File: src/rtl/vga_sync_gen.sv
// VGA timing generator: pixel/line counters, registered syncs, vblank tick and
// a paced animation strobe with divide-by-frame, pause and single-step.
module vga_sync_gen #(
   parameter int H_VISIBLE = 640,
   parameter int H_FRONT   = 16,
   parameter int H_SYNC    = 96,
   parameter int H_BACK    = 48,
   parameter int V_VISIBLE = 480,
   parameter int V_FRONT   = 10,
   parameter int V_SYNC    = 2,
   parameter int V_BACK    = 33
) (
   input  logic       clk,
   input  logic       rst,
   input  logic       ena,
   input  logic [1:0] speed,
   input  logic       pause,
   input  logic       step,
   output logic [9:0] x,
   output logic [9:0] y,
   output logic       active,
   output logic       hsync,
   output logic       vsync,
   output logic       frame_tick,
   output logic       next_frame
);

   localparam int H_TOTAL  = H_VISIBLE + H_FRONT + H_SYNC + H_BACK;
   localparam int V_TOTAL  = V_VISIBLE + V_FRONT + V_SYNC + V_BACK;
   localparam int HS_START = H_VISIBLE + H_FRONT;
   localparam int HS_END   = HS_START + H_SYNC;
   localparam int VS_START = V_VISIBLE + V_FRONT;
   localparam int VS_END   = VS_START + V_SYNC;

   logic [9:0] x_reg, x_next;
   logic [9:0] y_reg, y_next;
   logic       hsync_reg, hsync_next;
   logic       vsync_reg, vsync_next;
   logic       frame_tick_reg, frame_tick_next;
   logic       next_frame_reg, next_frame_next;
   logic [2:0] frame_div_reg, frame_div_next;
   logic       step_pending_reg, step_pending_next;
   logic       step_q_reg;
   logic [2:0] mask;
   logic       step_rise;

   // Counter advance; syncs and the tick are derived from the next position so
   // that, once registered, they line up with x/y in the same cycle.
   always_comb begin
      x_next = x_reg + 10'd1;
      y_next = y_reg;
      if (x_reg == 10'(H_TOTAL - 1)) begin
         x_next = '0;
         if (y_reg == 10'(V_TOTAL - 1)) y_next = '0;
         else                           y_next = y_reg + 10'd1;
      end
      hsync_next      = !((x_next >= 10'(HS_START)) && (x_next < 10'(HS_END)));
      vsync_next      = !((y_next >= 10'(VS_START)) && (y_next < 10'(VS_END)));
      frame_tick_next = (x_next == '0) && (y_next == 10'(V_VISIBLE));
   end

   always_comb begin
      case (speed)
         2'd0:    mask = 3'd0;
         2'd1:    mask = 3'd1;
         2'd2:    mask = 3'd3;
         default: mask = 3'd7;
      endcase
   end

   assign step_rise = step && !step_q_reg;

   // Pacing decision uses the pre-increment divider; a paused tick only
   // consumes a pending step and leaves the divider alone.
   always_comb begin
      next_frame_next   = 1'b0;
      frame_div_next    = frame_div_reg;
      step_pending_next = step_pending_reg;
      if (frame_tick_next) begin
         if (!pause) begin
            next_frame_next = ((frame_div_reg & mask) == 3'd0);
            frame_div_next  = frame_div_reg + 3'd1;
         end else begin
            next_frame_next = step_pending_reg;
         end
      end
      if (!pause)
         step_pending_next = 1'b0;
      else if (frame_tick_next && step_pending_reg)
         step_pending_next = 1'b0;
      else if (step_rise)
         step_pending_next = 1'b1;
   end

   always_ff @(posedge clk or posedge rst) begin
      if (rst) begin
         x_reg            <= '0;
         y_reg            <= '0;
         hsync_reg        <= 1'b1;
         vsync_reg        <= 1'b1;
         frame_tick_reg   <= 1'b0;
         next_frame_reg   <= 1'b0;
         frame_div_reg    <= '0;
         step_pending_reg <= 1'b0;
         step_q_reg       <= 1'b0;
      end else if (ena) begin
         x_reg            <= x_next;
         y_reg            <= y_next;
         hsync_reg        <= hsync_next;
         vsync_reg        <= vsync_next;
         frame_tick_reg   <= frame_tick_next;
         next_frame_reg   <= next_frame_next;
         frame_div_reg    <= frame_div_next;
         step_pending_reg <= step_pending_next;
         step_q_reg       <= step;
      end else begin
         // Stalled: everything holds, but pulses must not stretch.
         frame_tick_reg <= 1'b0;
         next_frame_reg <= 1'b0;
      end
   end

   assign x          = x_reg;
   assign y          = y_reg;
   assign active     = (x_reg < 10'(H_VISIBLE)) && (y_reg < 10'(V_VISIBLE));
   assign hsync      = hsync_reg;
   assign vsync      = vsync_reg;
   assign frame_tick = frame_tick_reg;
   assign next_frame = next_frame_reg;

endmodule

File: config.mk
export PLATFORM = sky130hd
export DESIGN_NAME = vga_sync_gen
export DESIGN_NICKNAME = d
export VERILOG_FILES = /design/src/rtl/vga_sync_gen.sv
export SDC_FILE = /design/constraint.sdc
export NUM_CORES = 1
export LEC_CHECK = 0
export CAP_MARGIN = 10
export CORE_MARGIN = 5
export CORE_UTILIZATION = 40
export DETAILED_ROUTE_END_ITERATION = 6
export PLACE_DENSITY_LB_ADDON = 0.25
export RECOVER_POWER = 50
export SLEW_MARGIN = 40
export SYNTH_ARGS = -nofsm -noshare
export SYNTH_HDL_FRONTEND = slang
export SYNTH_SLANG_ARGS = --single-unit
File: constraint.sdc
create_clock -name clk -period 4.2 [get_ports clk]
set_input_delay 1.26 -clock clk [delete_from_list [all_inputs] [get_ports clk]]
set_output_delay 1.26 -clock clk [all_outputs]
set_load 0.02 [all_outputs]
==> metrics.yaml, run 1 <==
status: "finished, final reports clean"
cp_num_buf_inv: 3
synth.avg_cell_area_um2: 8.82
slew_violations: 0
max-cap-violations: 0
die_area_um2: 6440
cts_root_buf: "clkbuf_8"
cts_setup_buffers: 0
crit_path_start_kind: "primary input"
portBuffers: 31
synth_most_common_cell: "dfrtp_1"
reg2regPathDepth: 9
fin_setup_tns_ps: 0
synthTopCellsByArea: "dfrtp_1 (34%), o21ai_0 (5.6%), nand2_1 (4.6%), xnor2_1 (3.5%), nor2_1 (3.2%)"
grt_overflow_total: 0
skew_ps: 3.45
postSynth.asyncResetShare: 1.00
clkSinkCount: 29
ios: 32
die_w_um: 80.3
grt_use_total: 0.160
syn_nets: 236
synth_edf_count: 0
synth_area_um2: 1980
place_congestion: 0.890
final_util: 0.504
syn_inst: 224
synth_flop_cell: "dfrtp_1"
drive_gt1_frac: 0.103
crit_type: "primary input to flop"
cts.htree.levels: 2
firstDrtPassIters: 4
ys_types: 54
finalWirelength_um: 4650
reg2reg_to: "frame_div_reg[1]"
crit_chain: "dlygate4sd3_1 > clkbuf_1 > inv_1 > nor2_1 > nand2_1 > nor3_1 > mux2_2"
hp-class: "flop to flop"
rsz0062_at_grt: "false"
crit_arrival_ps: 3700
die-height_um: 80.3
postRouteAntennaNets: 0
viasPerCell: 5.49
reg2reg_slack_ps: 1160
grt_pass1_vias: 1644
setup_viol: 0
crit_family: "buffers and inverters"
ctsLongestPathBuffers: 2
synth_commonest_cells: "dfrtp_1 (27), nand2_1 (24), o21ai_0 (22)"
worst_setup_hold_path_clk_slew_ps: 60
totalPowerFinal_w: 0.000923
power.leakage_nw: 0.907
row_count: 25
grt_pass1_wl_um: 8160
area_delta_synth_final_pct: 21.3
cts-resized-gates: 0
numCtsBuffers: 5
grt_antenna_before_repair: 0
min_period_ps: 3530
coreArea_um2: 4750
ys_seq_area_frac: 0.369
crit_fanout: 19
endpoint: "y[8]"
initialDrtViolationCount: 177
crit_required_ps: 4360
relSlewSlack: 0.251
drc_errors: 0
ys_ff_latch: 29
reg2reg_from: "y[0]"
cts_hold_buffers: 0
grt_max_degree: 30
end_kind: "flop"
fin_crit_sh: 0.841
wl_per_cell_um: 14.6
slowest_stage: "clkbuf_1"
dp_hpwl_um: 3290
yosys.area.top_type: "dfrtp_1"
diodes: 0
slowest_delay_ps: 620
ir_drop_v: 0.000254
crit_start: "ena"
synth_warnings: 0
via_count: 1752
power_density_nw_per_um2: 385
synth_top_area_frac: 0.342
max_freq_mhz: 283
hold_start: "frame_div_reg[2]"
crit_cells: 7
dp_cells: 311
final_nets: 263
cts_tree: "yes"
initial_core_util: 0.416
report.final.hold_viol_count: 0
stdcell_count: 319
clk_latency_ps: 280
worstMarginPinSlew_ps: 1120
## cell type report
class                   instances  area [µm²]
fillers                       490        2360
multi-input cells             175        1140
flip-flops and latches         29         728
repair buffers                 34         329
clock buffers                   8        90.1
well taps                      67        83.8
inverters                       6        22.5
## per-layer routing
metal	vias to the layer above	track usage	part of all wire
li1	876	-	-
met1	827	0.230	0.49
met2	43	0.236	0.45
met3	6	0.0404	0.050
met4	0	0.0473	0.013
met5	-	0	0
## cells by family (layout without fill, tap and decap cells)
| logic type | Yosys count | in the layout | synth area share |
|---|---|---|---|
| flip-flops | 29 | 29 | 0.369 |
| adder cells (fa/ha/maj) | 5 | 5 | 0.0317 |
| AND/OR/NAND/NOR | 103 | 103 | 0.308 |
| AO/OA/AOI/OAI | 50 | 50 | 0.155 |
| buffers and inverters | 20 | 48 | 0.0526 |
| multiplexers | 7 | 7 | 0.0393 |
| XOR/XNOR | 10 | 10 | 0.0443 |
## report_power, final
group / leakage, nW / internal, W / switching (W) / total, W
combinational: 0.492 / 0.000142 / 0.000146 / 0.000288
sequential: 0.370 / 0.000319 / 0.0000791 / 0.000398
clock: 0.0455 / 0.000133 / 0.000103 / 0.000236
## worst min-delay path by stage
stage / end / slack [ps] / cells past startpoint
global placement: frame_div_reg[2] / 460 / 1
global route: frame_div_reg[2] / 500 / 1
CTS: frame_div_reg[2] / 480 / 1
detailed placement: frame_div_reg[2] / 470 / 1
finish: frame_div_reg[2] / 480 / 1
floorplan: frame_div_reg[2] / 440 / 1
## worst reg2reg max path, cell delays in order (launching register included)
cell       delay, ps
dfrtp_1          480
inv_1            130
ha_1             170
or4b_4           480
nor3_4           380
a2bb2oi_2        190
nand4_1          140
or3_4            440
nor3_2           180
mux2_1           340
## metrics by stage
stage                     instance area [µm²]  hold slack (ps)  worst slack, ps
after detailed placement                 2310              469              902
after CTS                                2400              478             1030
final                                    2400              477              667
after global routing                     2400              503              430
after floorplan                          1980              442             1370
after global placement                   2310              464              907
## cell usage in the layout (no fill, tap or decap), drive strengths merged, types with 5 or more instances in the layout
cell type      Yosys  layout
ha                 5       5
nor2              17      17
and3               5       5
xnor2              8       8
clkbuf             5      11
dfrtp             27      27
mux2               6       6
nand2             24      24
nand3             10      10
nor3               9       9
inv                6       6
nand4              8       8
clkdlybuf4s50      0      29
a21oi              9       9
o21ai             23      23
(Power assumes the default switching activity.)
==> inputs of run 2 (changes only) <==
- clock period: 4.2 -> 2.85 ns (I/O delays scaled with it)
==> run 2 against run 1 <==
Routed wire length is 3.7% higher. Via count increased by 2.9%. Sequential share of layout area decreased by 1.8 points. Non-clock buffer count is 20 higher. Clock power up 43%. Core utilization up 3.2 points. Sequential power is 37% higher. Critical path type is now flop to flop. Largest cell class unchanged. Largest power group unchanged.
==> metrics.yaml, run 2 (same netlist as run 1, synthesis figures left out) <==
stdcell_area_um2: 2550  # +6.4%
viasPerCell: 5.32  # -3.2%
grt_use_total: 0.170  # +0.00929
slowest_stage: "or4b_4"
grt_pass1_wl_um: 8470  # +3.8%
initialDrtViolationCount: 148  # -16%
grt_max_degree: 30  # unchanged
firstDrtPassIters: 4  # unchanged
setup_viol: 0  # unchanged
switchingPower_w: 0.000512  # +56%
place_area_um2: 2460  # +6.5%
ctsLongestPathBuffers: 2  # unchanged
cp_num_buf_inv: 1  # -2
area_delta_synth_final_pct: 29.1
diodes: 0  # unchanged
cts_hold_buffers: 0  # unchanged
crit_fanout: 2  # -17
crit_required_ps: 3020  # -1340 ps
post-place-ws_ps: -37.2  # -939 ps
row_count: 25  # unchanged
fin_crit_sh: 0.951
comb_power_share: 0.373  # +0.061
timing.hold.ws_ps: 469  # -8.67 ps
crit_arrival_ps: 2880  # -820 ps
worstMarginPinSlew_ps: 745  # -377 ps
slowest_delay_ps: 510  # -110 ps
dp_hpwl_um: 3540  # +7.6%
clk_latency_ps: 280  # about the same
min_period_ps: 2710
drive_gt1_frac: 0.184  # +0.0806
crit_path_start_kind: "flop"
grt_overflow_total: 0  # unchanged
place_congestion: 0.901  # +1.3%
coreArea_um2: 4750  # unchanged
clkSinkCount: 29  # unchanged
relSlewSlack: 0.503  # +0.252
grt_pass1_vias: 1699  # +3.3%
p_seq_frac: 0.388  # -0.044
grt_antenna_before_repair: 0  # unchanged
max-cap-violations: 0  # unchanged
crit_type: "flop to flop"
clock_power_share: 0.239  # -0.017
postRouteAntennaNets: 0  # unchanged
crit_chain: "inv_1 > ha_1 > or4b_4 > nor3_4 > a2bb2oi_2 > nand4_1 > or3_4 > nor3_2 > mux2_1"
slew_violations: 0  # unchanged
cts_root_buf: "clkbuf_8"
status: "finished, final reports clean"
worst_setup_hold_path_clk_slew_ps: 70  # about the same
switching_share: 0.364  # +0.00756
initial_core_util: 0.416  # unchanged
power.leakage_nw: 1.01  # +11%
die_w_um: 80.3  # unchanged
ir_drop_v: 0.000486  # +92%
report.final.hold_viol_count: 0  # unchanged
drc_errors: 0  # unchanged
max_freq_mhz: 369
rsz0062_at_grt: "true"
end_kind: "flop"
via_count: 1803  # +2.9%
p_int_w: 0.000896  # +51%
final_cell_mix: "clkdlybuf4s50_1 (29), dfrtp_1 (26), nand2_1 (24)"
die_area_um2: 6440  # unchanged
final_common_cell: "clkdlybuf4s50_1"
hp-class: "flop to flop"
crit_family: "simple AND/OR/NAND/NOR gates"
cts.htree.levels: 2  # unchanged
finalWirelength_um: 4820  # +3.7%
portBuffers: 31  # unchanged
fin_ws_ps: 140  # -527 ps
cts_tree: "yes"
wl_per_cell_um: 14.2  # -2.4%
final_nets: 283  # +7.6%
power_density_nw_per_um2: 552  # +43%
stdcell_count: 339  # +6.3%
dp_cells: 331  # +6.4%
numCtsBuffers: 5  # unchanged
die-height_um: 80.3  # unchanged
fin_setup_tns_ps: 0  # unchanged
ios: 32  # unchanged
skew_ps: 5.66  # +2.21 ps
==> run 2: changes by cell type in the layout (fill, tap and decap cells not counted), sizes merged <==
cell	before	now
buf	0	21
clkbuf	11	7
clkinv	0	2
clkinvlp	0	1
==> run 2: final timing paths <==
| kind | cells after the start | endpoint | slack, ps | start |
|---|---|---|---|---|
| max | 9 | frame_div_reg[1] | 140 | y[0] |
| min | 1 | frame_div_reg[2] | 470 | frame_div_reg[2] |
| min in group asynchronous | 3 | frame_div_reg[2] | 1220 | rst |
| min reg2reg | 1 | frame_div_reg[2] | 470 | frame_div_reg[2] |
| max reg2reg | 9 | frame_div_reg[1] | 140 | y[0] |
| max in group asynchronous | 3 | x[8] | 1110 | rst |
==> run 2: cell type report <==
type	count	area (µm²)
Sequential cell	29	729
Inverter	6	22.5
Timing Repair Buffer	54	477
Clock inverter	3	17.5
Tap cell	67	83.8
Fill cell	476	2200
Multi-Input combinational cell	175	1150
Clock buffer	5	68.8
==> run 2: stage by stage <==
step	util	total power, W
after CTS	0.536	0.00142
after floorplan	-	0.000870
after global routing	0.536	0.00153
after detailed placement	0.518	0.00107
after global placement	0.518	0.00107
final	0.536	0.00141
==> run 2: metal layers <==
layer / vias to the layer above / share of wire / global-route usage
met2: 49 / 0.46 / 0.261
met3: 6 / 0.061 / 0.0448
met1: 836 / 0.47 / 0.229
met5: - / 0 / 0
li1: 912 / - / -
met4: 0 / 0.0085 / 0.0591
==> run 2: repair_timing <==
item                       in CTS  in global routing
setup endpoints to repair       0                  4
setup buffers                   0                  0
gates resized for setup         0                  4
==> run 2: power by group through the flow <==
stage          sequential [W]  clock, W  combinational [W]
2_1_floorplan        0.000593         0           0.000277
3_3_place_gp         0.000548         0           0.000517
3_5_place_dp         0.000549         0           0.000518
4_1_cts              0.000541  0.000352           0.000522
5_1_grt              0.000560  0.000383           0.000584
6_report             0.000546  0.000337           0.000525
